$ cat src/rtl/fsm_job_dispatcher.sv
// ---------------------------------------------------------------------------
// fsm_job_dispatcher
//
// Runs a batch of up to 15 jobs against a single worker. Each job is started
// with a one-cycle go pulse. The worker answers with a one-cycle done pulse.
// A short idle gap separates a done from the next go. A worker that never
// answers within TIMEOUT cycles parks the dispatcher in an error state until
// abort is seen.
//
// Parameters
//   TIMEOUT     maximum cycles spent waiting for done (2..255)
//   GAP_CYCLES  idle cycles between an accepted done and the next go (1..15)
//
// Ports
//   clk             rising-edge clock
//   rst             asynchronous, active-high reset
//   start           run a batch; only looked at while idle
//   num_jobs[3:0]   batch size, captured together with start
//   abort           cancel the running batch, or clear an error
//   done            worker completion pulse; only looked at while waiting
//   go              one-cycle job request to the worker
//   busy            batch in progress (issue/wait/gap/finish)
//   complete        one-cycle pulse when a batch finishes normally
//   timeout_err     high while parked in the error state
//   jobs_completed  done responses accepted in the current or last batch
//
// Every output is a flop loaded from the next-state value. That keeps the
// outputs glitch-free, with no combinational path from any input. It also
// lets the asynchronous reset drop them at once.
// ---------------------------------------------------------------------------
module fsm_job_dispatcher #(
    parameter int unsigned TIMEOUT    = 32,
    parameter int unsigned GAP_CYCLES = 1
) (
    input  logic       clk,
    input  logic       rst,
    input  logic       start,
    input  logic [3:0] num_jobs,
    input  logic       abort,
    input  logic       done,
    output logic       go,
    output logic       busy,
    output logic       complete,
    output logic       timeout_err,
    output logic [3:0] jobs_completed
);

    typedef enum logic [2:0] {
        IDLE   = 3'd0,
        ISSUE  = 3'd1,
        WAIT   = 3'd2,
        GAP    = 3'd3,
        FINISH = 3'd4,
        ERROR  = 3'd5
    } state_t;

    // Last timer value allowed in WAIT. Reaching it without a done means
    // WAIT has already lasted TIMEOUT cycles.
    localparam logic [7:0] TIMER_LAST = 8'(TIMEOUT - 1);
    localparam logic [7:0] TIMER_MAX  = 8'hFF;
    localparam logic [3:0] GAP_LAST   = 4'(GAP_CYCLES - 1);

    state_t     state_reg;
    state_t     state_next;

    logic [7:0] timer_reg;
    logic [3:0] gap_reg;
    logic [3:0] target_reg;
    logic [3:0] count_reg;

    logic       go_reg;
    logic       busy_reg;
    logic       complete_reg;
    logic       err_reg;

    // A done accepted in WAIT. abort outranks done. The count is also held
    // at target so it can never wrap, even if target were somehow already
    // reached.
    logic       count_inc;
    logic       last_job;

    assign count_inc = (state_reg == WAIT) && done && !abort &&
                       (count_reg != target_reg);
    assign last_job  = ((count_reg + 4'd1) == target_reg);

    // -----------------------------------------------------------------------
    // Next-state decision
    // -----------------------------------------------------------------------
    always_comb begin
        state_next = state_reg;
        unique case (state_reg)
            IDLE: begin
                // abort and done are meaningless here; only start matters.
                if (start) begin
                    state_next = (num_jobs != 4'd0) ? ISSUE : FINISH;
                end
            end
            ISSUE: begin
                state_next = abort ? IDLE : WAIT;
            end
            WAIT: begin
                // Priority: abort, then done, then timeout. A done in the
                // final allowed cycle still counts.
                if (abort) begin
                    state_next = IDLE;
                end else if (done) begin
                    state_next = last_job ? FINISH : GAP;
                end else if (timer_reg == TIMER_LAST) begin
                    state_next = ERROR;
                end
            end
            GAP: begin
                if (abort) begin
                    state_next = IDLE;
                end else if (gap_reg == GAP_LAST) begin
                    state_next = ISSUE;
                end
            end
            FINISH: begin
                // complete is already high for this cycle. An abort seen
                // here changes nothing because the batch is over either way.
                state_next = IDLE;
            end
            ERROR: begin
                if (abort) begin
                    state_next = IDLE;
                end
            end
            default: begin
                state_next = IDLE;
            end
        endcase
    end

    // -----------------------------------------------------------------------
    // State, datapath and registered outputs
    // -----------------------------------------------------------------------
    always_ff @(posedge clk or posedge rst) begin
        if (rst) begin
            state_reg    <= IDLE;
            timer_reg    <= 8'd0;
            gap_reg      <= 4'd0;
            target_reg   <= 4'd0;
            count_reg    <= 4'd0;
            go_reg       <= 1'b0;
            busy_reg     <= 1'b0;
            complete_reg <= 1'b0;
            err_reg      <= 1'b0;
        end else begin
            state_reg <= state_next;

            // Outputs follow the state being entered, so each one is valid
            // for exactly the cycles spent in the matching state.
            go_reg       <= (state_next == ISSUE);
            busy_reg     <= (state_next inside {ISSUE, WAIT, GAP, FINISH});
            complete_reg <= (state_next == FINISH);
            err_reg      <= (state_next == ERROR);

            unique case (state_reg)
                IDLE: begin
                    if (start) begin
                        target_reg <= num_jobs;
                        count_reg  <= 4'd0;
                    end
                end
                ISSUE: begin
                    timer_reg <= 8'd0;
                end
                WAIT: begin
                    if (timer_reg != TIMER_MAX) begin
                        timer_reg <= timer_reg + 8'd1;
                    end
                    if (count_inc) begin
                        count_reg <= count_reg + 4'd1;
                    end
                    // Any exit to GAP starts the gap count from zero.
                    gap_reg <= 4'd0;
                end
                GAP: begin
                    if (gap_reg != GAP_LAST) begin
                        gap_reg <= gap_reg + 4'd1;
                    end
                end
                default: begin
                end
            endcase
        end
    end

    assign go             = go_reg;
    assign busy           = busy_reg;
    assign complete       = complete_reg;
    assign timeout_err    = err_reg;
    assign jobs_completed = count_reg;

endmodule

$ cat config.mk
export PLATFORM = sky130hd
export DESIGN_NAME = fsm_job_dispatcher
export DESIGN_NICKNAME = d
export VERILOG_FILES = /design/src/rtl/fsm_job_dispatcher.sv
export SDC_FILE = /design/constraint.sdc
export NUM_CORES = 1
export LEC_CHECK = 0
export BUFFER_PORTS_ARGS = -buffer_cell sky130_fd_sc_hd__buf_2
export CORE_AREA = 2 2 59 61
export CTS_CLUSTER_SIZE = 8
export DETAILED_ROUTE_END_ITERATION = 16
export DIE_AREA = 0 0 61 63
export PLACE_DENSITY_LB_ADDON = 0.12
export RECOVER_POWER = 100
export SETUP_SLACK_MARGIN = 0.15
export SYNTH_ARGS = -nofsm -noshare
export SYNTH_HDL_FRONTEND = slang
export SYNTH_SLANG_ARGS = --single-unit
$ cat constraint.sdc
create_clock -name clk -period 2.04 [get_ports clk]
set_input_delay 0.102 -clock clk [delete_from_list [all_inputs] [get_ports clk]]
set_output_delay 0.102 -clock clk [all_outputs]
set_load 0.02 [all_outputs]
==> Yosys cells after proc, flatten, opt, wreduce, memory -nomap -nowiden <==
Cells that the tools add are included.
W data, S select, Z words.
{ "totals": {"ff_bits": 27, "input_bits": 9, "out_inout_bits": 8, "wordCells": 63} }
{ "classes": {"add_sub_neg": 3, "eq_ne": 17, "mux": 18, "reduce_logical": 16} }
{ "ops": {"columns": ["operator", "count"], "rows": [
  ["$mux W3", 9],
  ["$pmux W4 S2", 2],
  ["$pmux W8 S2", 1],
  ["$pmux W3 S5", 1],
  ["$eq A3 B2 Y1 const B", 4],
  ["$mux W4", 3],
  ["$reduce_bool A4 Y1", 3],
  ["$eq A3 B3 Y1 const B", 3],
  ["$add A4 B1 Y4 const B", 2],
  ["$add A8 B1 Y8 const B", 1],
  ["$eq A8 B5 Y1 const B", 1],
  ["$mux W8", 1],
  ["$ne A8 B8 Y1 const B", 1],
  ["$eq A3 B1 Y1 const B", 2],
  ["$ne A2 B2 Y1 const B", 3],
  ["$reduce_and A2 Y1", 3],
  ["$reduce_bool A2 Y1", 3],
  ["$eq A4 B4 Y1", 1],
  ["$logic_not A4 Y1", 1],
  ["$ne A4 B4 Y1", 1],
  ["$logic_and A1 B1 Y1", 3],
  ["$logic_not A3 Y1", 1],
  ["$reduce_and A3 Y1", 1],
  ["$mux W2", 1],
  ["2 further kinds", 2]
]} }

==> Longest topological paths before layout <==
{ "depth": {"ltp_word": 8, "mapped_depth": 6, "ltp_nobuf": 6} }

==> Worst setup path after synthesis <==
Ideal clock, no wire load.
{ "synth_timing": {"kind": "reg-to-reg", "start": "register count_reg[0] (netlist: jobs_completed[0])", "end": "register go_reg (netlist: go)", "setup_time_ns": 0.134, "t_arrival_ns": 1.510, "t_required_ns": 1.906, "slack_ns": 0.396, "stages_incl_launch_ff": 6, "path_buffers": 0, "cell_sequence": "dfrtp_1 > ha_1 > xnor2_1 > nand3_1 > o311ai_1 > a21boi_1"} }
{ "synth_via": {"elab_chain_cells": 7} }
{ "synth_rtl": {"columns": ["element", "line", "text"], "rows": [
  ["start: declaration", "69", "logic [3:0] count_reg;"],
  ["start signal: assignment", "174", "count_reg <= count_reg + 4'd1;"],
  ["$add A4 B1 Y4", "84", "assign last_job = ((count_reg + 4'd1) == target_reg);"],
  ["$eq A4 B4 Y1", "84", null],
  ["$mux W3", "107", "state_next = last_job ? FINISH : GAP;"],
  ["$mux W3", "106", "end else if (done) begin"],
  ["$mux W3", "104", "if (abort) begin"],
  ["$pmux W3 S5", "91", "unique case (state_reg)"],
  ["$eq A3 B1 Y1", "154", "go_reg <= (state_next == ISSUE);"],
  ["end signal: assignment", "154", null],
  ["end: declaration", "71", "logic go_reg;"]
]} }
Every way passes these cells.
A chain may end at the register's enable or synchronous reset.

==> Final worst setup path <==
{ "layout_timing": {"start": "register state_reg[0]", "end": "register go_reg (netlist: go)"} }
{ "layout_via": {"elab_chain_cells": 5, "elab_cells_between_ends": 14} }
{ "layout_rtl": {"columns": ["element", "line", "text"], "rows": [
  ["start: declaration", "63", "state_t state_reg;"],
  ["start signal: assignment", "150", "state_reg <= state_next;"],
  ["$mux W3", "108", "end else if (timer_reg == TIMER_LAST) begin"],
  ["$mux W3", "106", null],
  ["$mux W3", "104", null],
  ["$pmux W3 S5 *", "91", null],
  ["$eq A3 B1 Y1 *", "154", null]
]} }
Every way passes the cells marked *; elsewhere a longest branch is shown, timed or not.

==> results.rst <==
.. list-table::
   :header-rows: 1

   * - Metric
     - Value
   * - Outcome
     - complete, no violations
   * - H-tree lvl count
     - 1
   * - CORE AREA
     - 0.00323 mm2
   * - Remaining global-route overflow
     - 0
   * - Class of the most critical hold timing path
     - in2reg
   * - Period Utilization, post-route
     - 88.3%
   * - Met1 WL
     - 1.40 mm
   * - Clock latency at the later pin of the worst-skew pair
     - 0.33 ns
   * - Hold Violations, Final
     - 0
   * - CTS tree
     - yes
   * - Post-DR wirelength/cell
     - 12.9 um
   * - Top achievable clock speed
     - 0.555 GHz
   * - VDD IR max
     - 420 uV
   * - Slew headroom
     - 1.33%
   * - Number of enable flip-flop cells after synthesis
     - 0
   * - Critical path class
     - reg2reg
   * - Wire length of the first global-routing pass
     - 5.42 mm
   * - HPWL after detailed placement
     - 2.20 mm
   * - Total Power
     - 0.00161 W
   * - Final Slew Violations
     - 0
   * - Buffer type at the clock tree root
     - clkbuf_4
   * - Crit path required time
     - 2.26 ns
   * - Pwr dens
     - 937 mW/mm2
   * - Vertical die dimension
     - 63 um
   * - Top Layer Used
     - met4
   * - Number of nets at the end of the flow
     - 196
   * - Die outline area
     - 0.00384 mm2
   * - Final setup viols
     - 0
   * - Prevailing post-synth register cell
     - dfrtp_1
   * - Worst path cell trace
     - or4b_1 > nor2_1 > nor2_1 > a21boi_1
   * - Setup TNS
     - 0 ns
   * - Post-CTS repair timing setup buffer count
     - 0
   * - Clk slew on worst S/H paths
     - 0.15 ns
   * - Clock tree buffer depth
     - 2
   * - Sequential-to-total area share from yosys stat
     - 44.3%
   * - Critical path launch point type
     - flop
   * - RD Place Congestion
     - 0.830
   * - Nets in the synthesized netlist
     - 172
   * - Worst Max-Slew Pin Slew
     - 1.48 ns
   * - Avg Cell Area, Syn
     - 9.58 um2
   * - Site Rows
     - 21
   * - Max Clock Skew
     - 0.00855 ns
   * - Post-synthesis async set-or-reset flop share
     - 100%
   * - Die W
     - 61 um
   * - Routed wl met3
     - 49 um
   * - # clock sinks
     - 27
   * - Antenna diode instance count
     - 0
   * - Number of global-route vias before repair
     - 1236
   * - Area Growth Syn to Fin
     - 12.9%
   * - Post-synthesis cell count
     - 159
   * - Number of flip-flops under the largest register name
     - 8
   * - P_leak
     - 0.728 nW
   * - Synthesis-stage register bit count
     - 27
   * - Synthesized area
     - 0.00152 mm2
   * - CP max stage cell
     - or4b_1
   * - Worst path buffer plus inverter count
     - 0
   * - Total clock buffers created by CTS
     - 3
   * - Max-capacitance violation count
     - 0
   * - Tmin final
     - 1.80 ns
   * - Count of buffers from port buffering
     - 16
   * - Family with the most delay on the worst path
     - simple AND/OR/NAND/NOR gates
   * - Aggregate routed wire length
     - 2.95 mm
   * - Number of nets still failing antenna checks after routing
     - 0
   * - Starting density of the core
     - 47.2%
   * - Top library cells by usage in the layout, fill and taps aside
     - 27 x dfrtp_1, 22 x nand2_1, 10 x inv_1, 10 x nor2_1, 10 x clkbuf_1
   * - Share of cells above drive strength 1
     - 10.4%
   * - Largest stage delay on the critical path
     - 0.73 ns
   * - Final routed DRC violation total
     - 0
   * - Vias per std cell
     - 5.39
   * - First-iteration detailed-routing DRC count
     - 71
   * - Data arrival at the endpoint of the critical path
     - 2.03 ns
   * - Cell occurring most often along the worst timing path
     - nor2_1
   * - Router iterations before antenna repair
     - 4
   * - Commonest non-fill, non-tap cell in the layout
     - dfrtp_1
   * - Count of unique library cells instantiated by Yosys
     - 46
   * - Synthesis warning total
     - 0
   * - Largest net degree at the start of global routing
     - 28
   * - RSZ-0062 raised after global routing
     - yes
   * - Vias post-DR
     - 1229
   * - Sort of element at the end of the critical path
     - flop
   * - Hold slack final
     - 0.0334 ns
   * - Overall Global Routing Usage
     - 18.3%
   * - Initial antenna violation count
     - 0
   * - Routed length on met2
     - 1.46 mm
   * - # IOs
     - 17
   * - Peak fanout along the critical path
     - 11
## stage by stage
| step | std cells | utilization, % | worst slack (ns) | cell area [um2] |
|---|---|---|---|---|
| floorplan | 159 | - | 0.396 | 1520 |
| global placement | 219 | 51.2 | 0.300 | 1660 |
| detailed placement | 219 | 51.2 | 0.260 | 1660 |
| CTS | 228 | 53.6 | 0.248 | 1730 |
| global route | 228 | 53.2 | 0.0768 | 1720 |
| finish | 228 | 53.2 | 0.238 | 1720 |
## synth_stat cells (3+ instances only)
cell | count | area [um2]
dfrtp_1 | 27 | 676
nand2_1 | 22 | 82.6
inv_1 | 10 | 37.5
nor2_1 | 9 | 33.8
o21ai_0 | 6 | 30.0
o21ai_1 | 6 | 30.0
xor2_1 | 6 | 52.6
a21oi_1 | 5 | 25.0
nand3_1 | 5 | 25.0
ha_1 | 4 | 50.1
nand2b_1 | 4 | 25.0
nor3_1 | 4 | 20.0
xnor2_1 | 4 | 35.0
mux2i_1 | 3 | 30.0
or3_1 | 3 | 18.8
or4_1 | 3 | 22.5
## path summary, 6_finish.rpt
kind / slack [ns] / endpoint / startpoint / cells after the start
min in group asynchronous: 0.79 / jobs_completed[2] / rst / 4
max in group asynchronous: 0.39 / state_reg[1] / rst / 4
setup / recovery: 0.24 / go / state_reg[0] / 4
hold reg to reg: 0.52 / target_reg[2] / target_reg[2] / 2
setup reg to reg: 0.24 / go / state_reg[0] / 4
hold / removal: 0.03 / timeout_err / done / 2
## per-layer routing
metal	GRT usage, %	vias to the layer above
li1	-	617
met1	24.7	594
met4	4.89	0
met5	0	-
met2	29.8	13
met3	3.11	5
## logic make-up after synthesis
kind of cell / count (synthesis) / share of synthesized area [%]
buffers and inverters: 14 / 3.86
DFF: 27 / 44.3
AOI/OAI and AO/OA: 32 / 14.5
and+or+nand+nor: 68 / 25.6
muxes: 4 / 2.71
adders and majority gates: 4 / 3.28
xor gates and xnor gates: 10 / 5.75
## repair_timing
action | CTS | global route
setup endpoints to repair | 0 | 5
hold endpoints to repair | 31 | 0
resized for setup | 0 | 5
hold buffers | 5 | 0
## area by class of cell
cell class,count,area (um2)
fill,317,1510
multi-input combinational,118,795
sequential,27,676
timing repair buffer,23,128
tap,46,57.6
inverter,10,37.5
clock buffer,3,22.5
clock inverter,1,5.00
## report_power, final
part	internal [W]	total, W	switching, W
combinational	0.000247	0.000616	0.000369
sequential	0.000639	0.000761	0.000122
clock	0.0000737	0.000235	0.000162
Note: power is estimated with default switching activity, not from simulation.
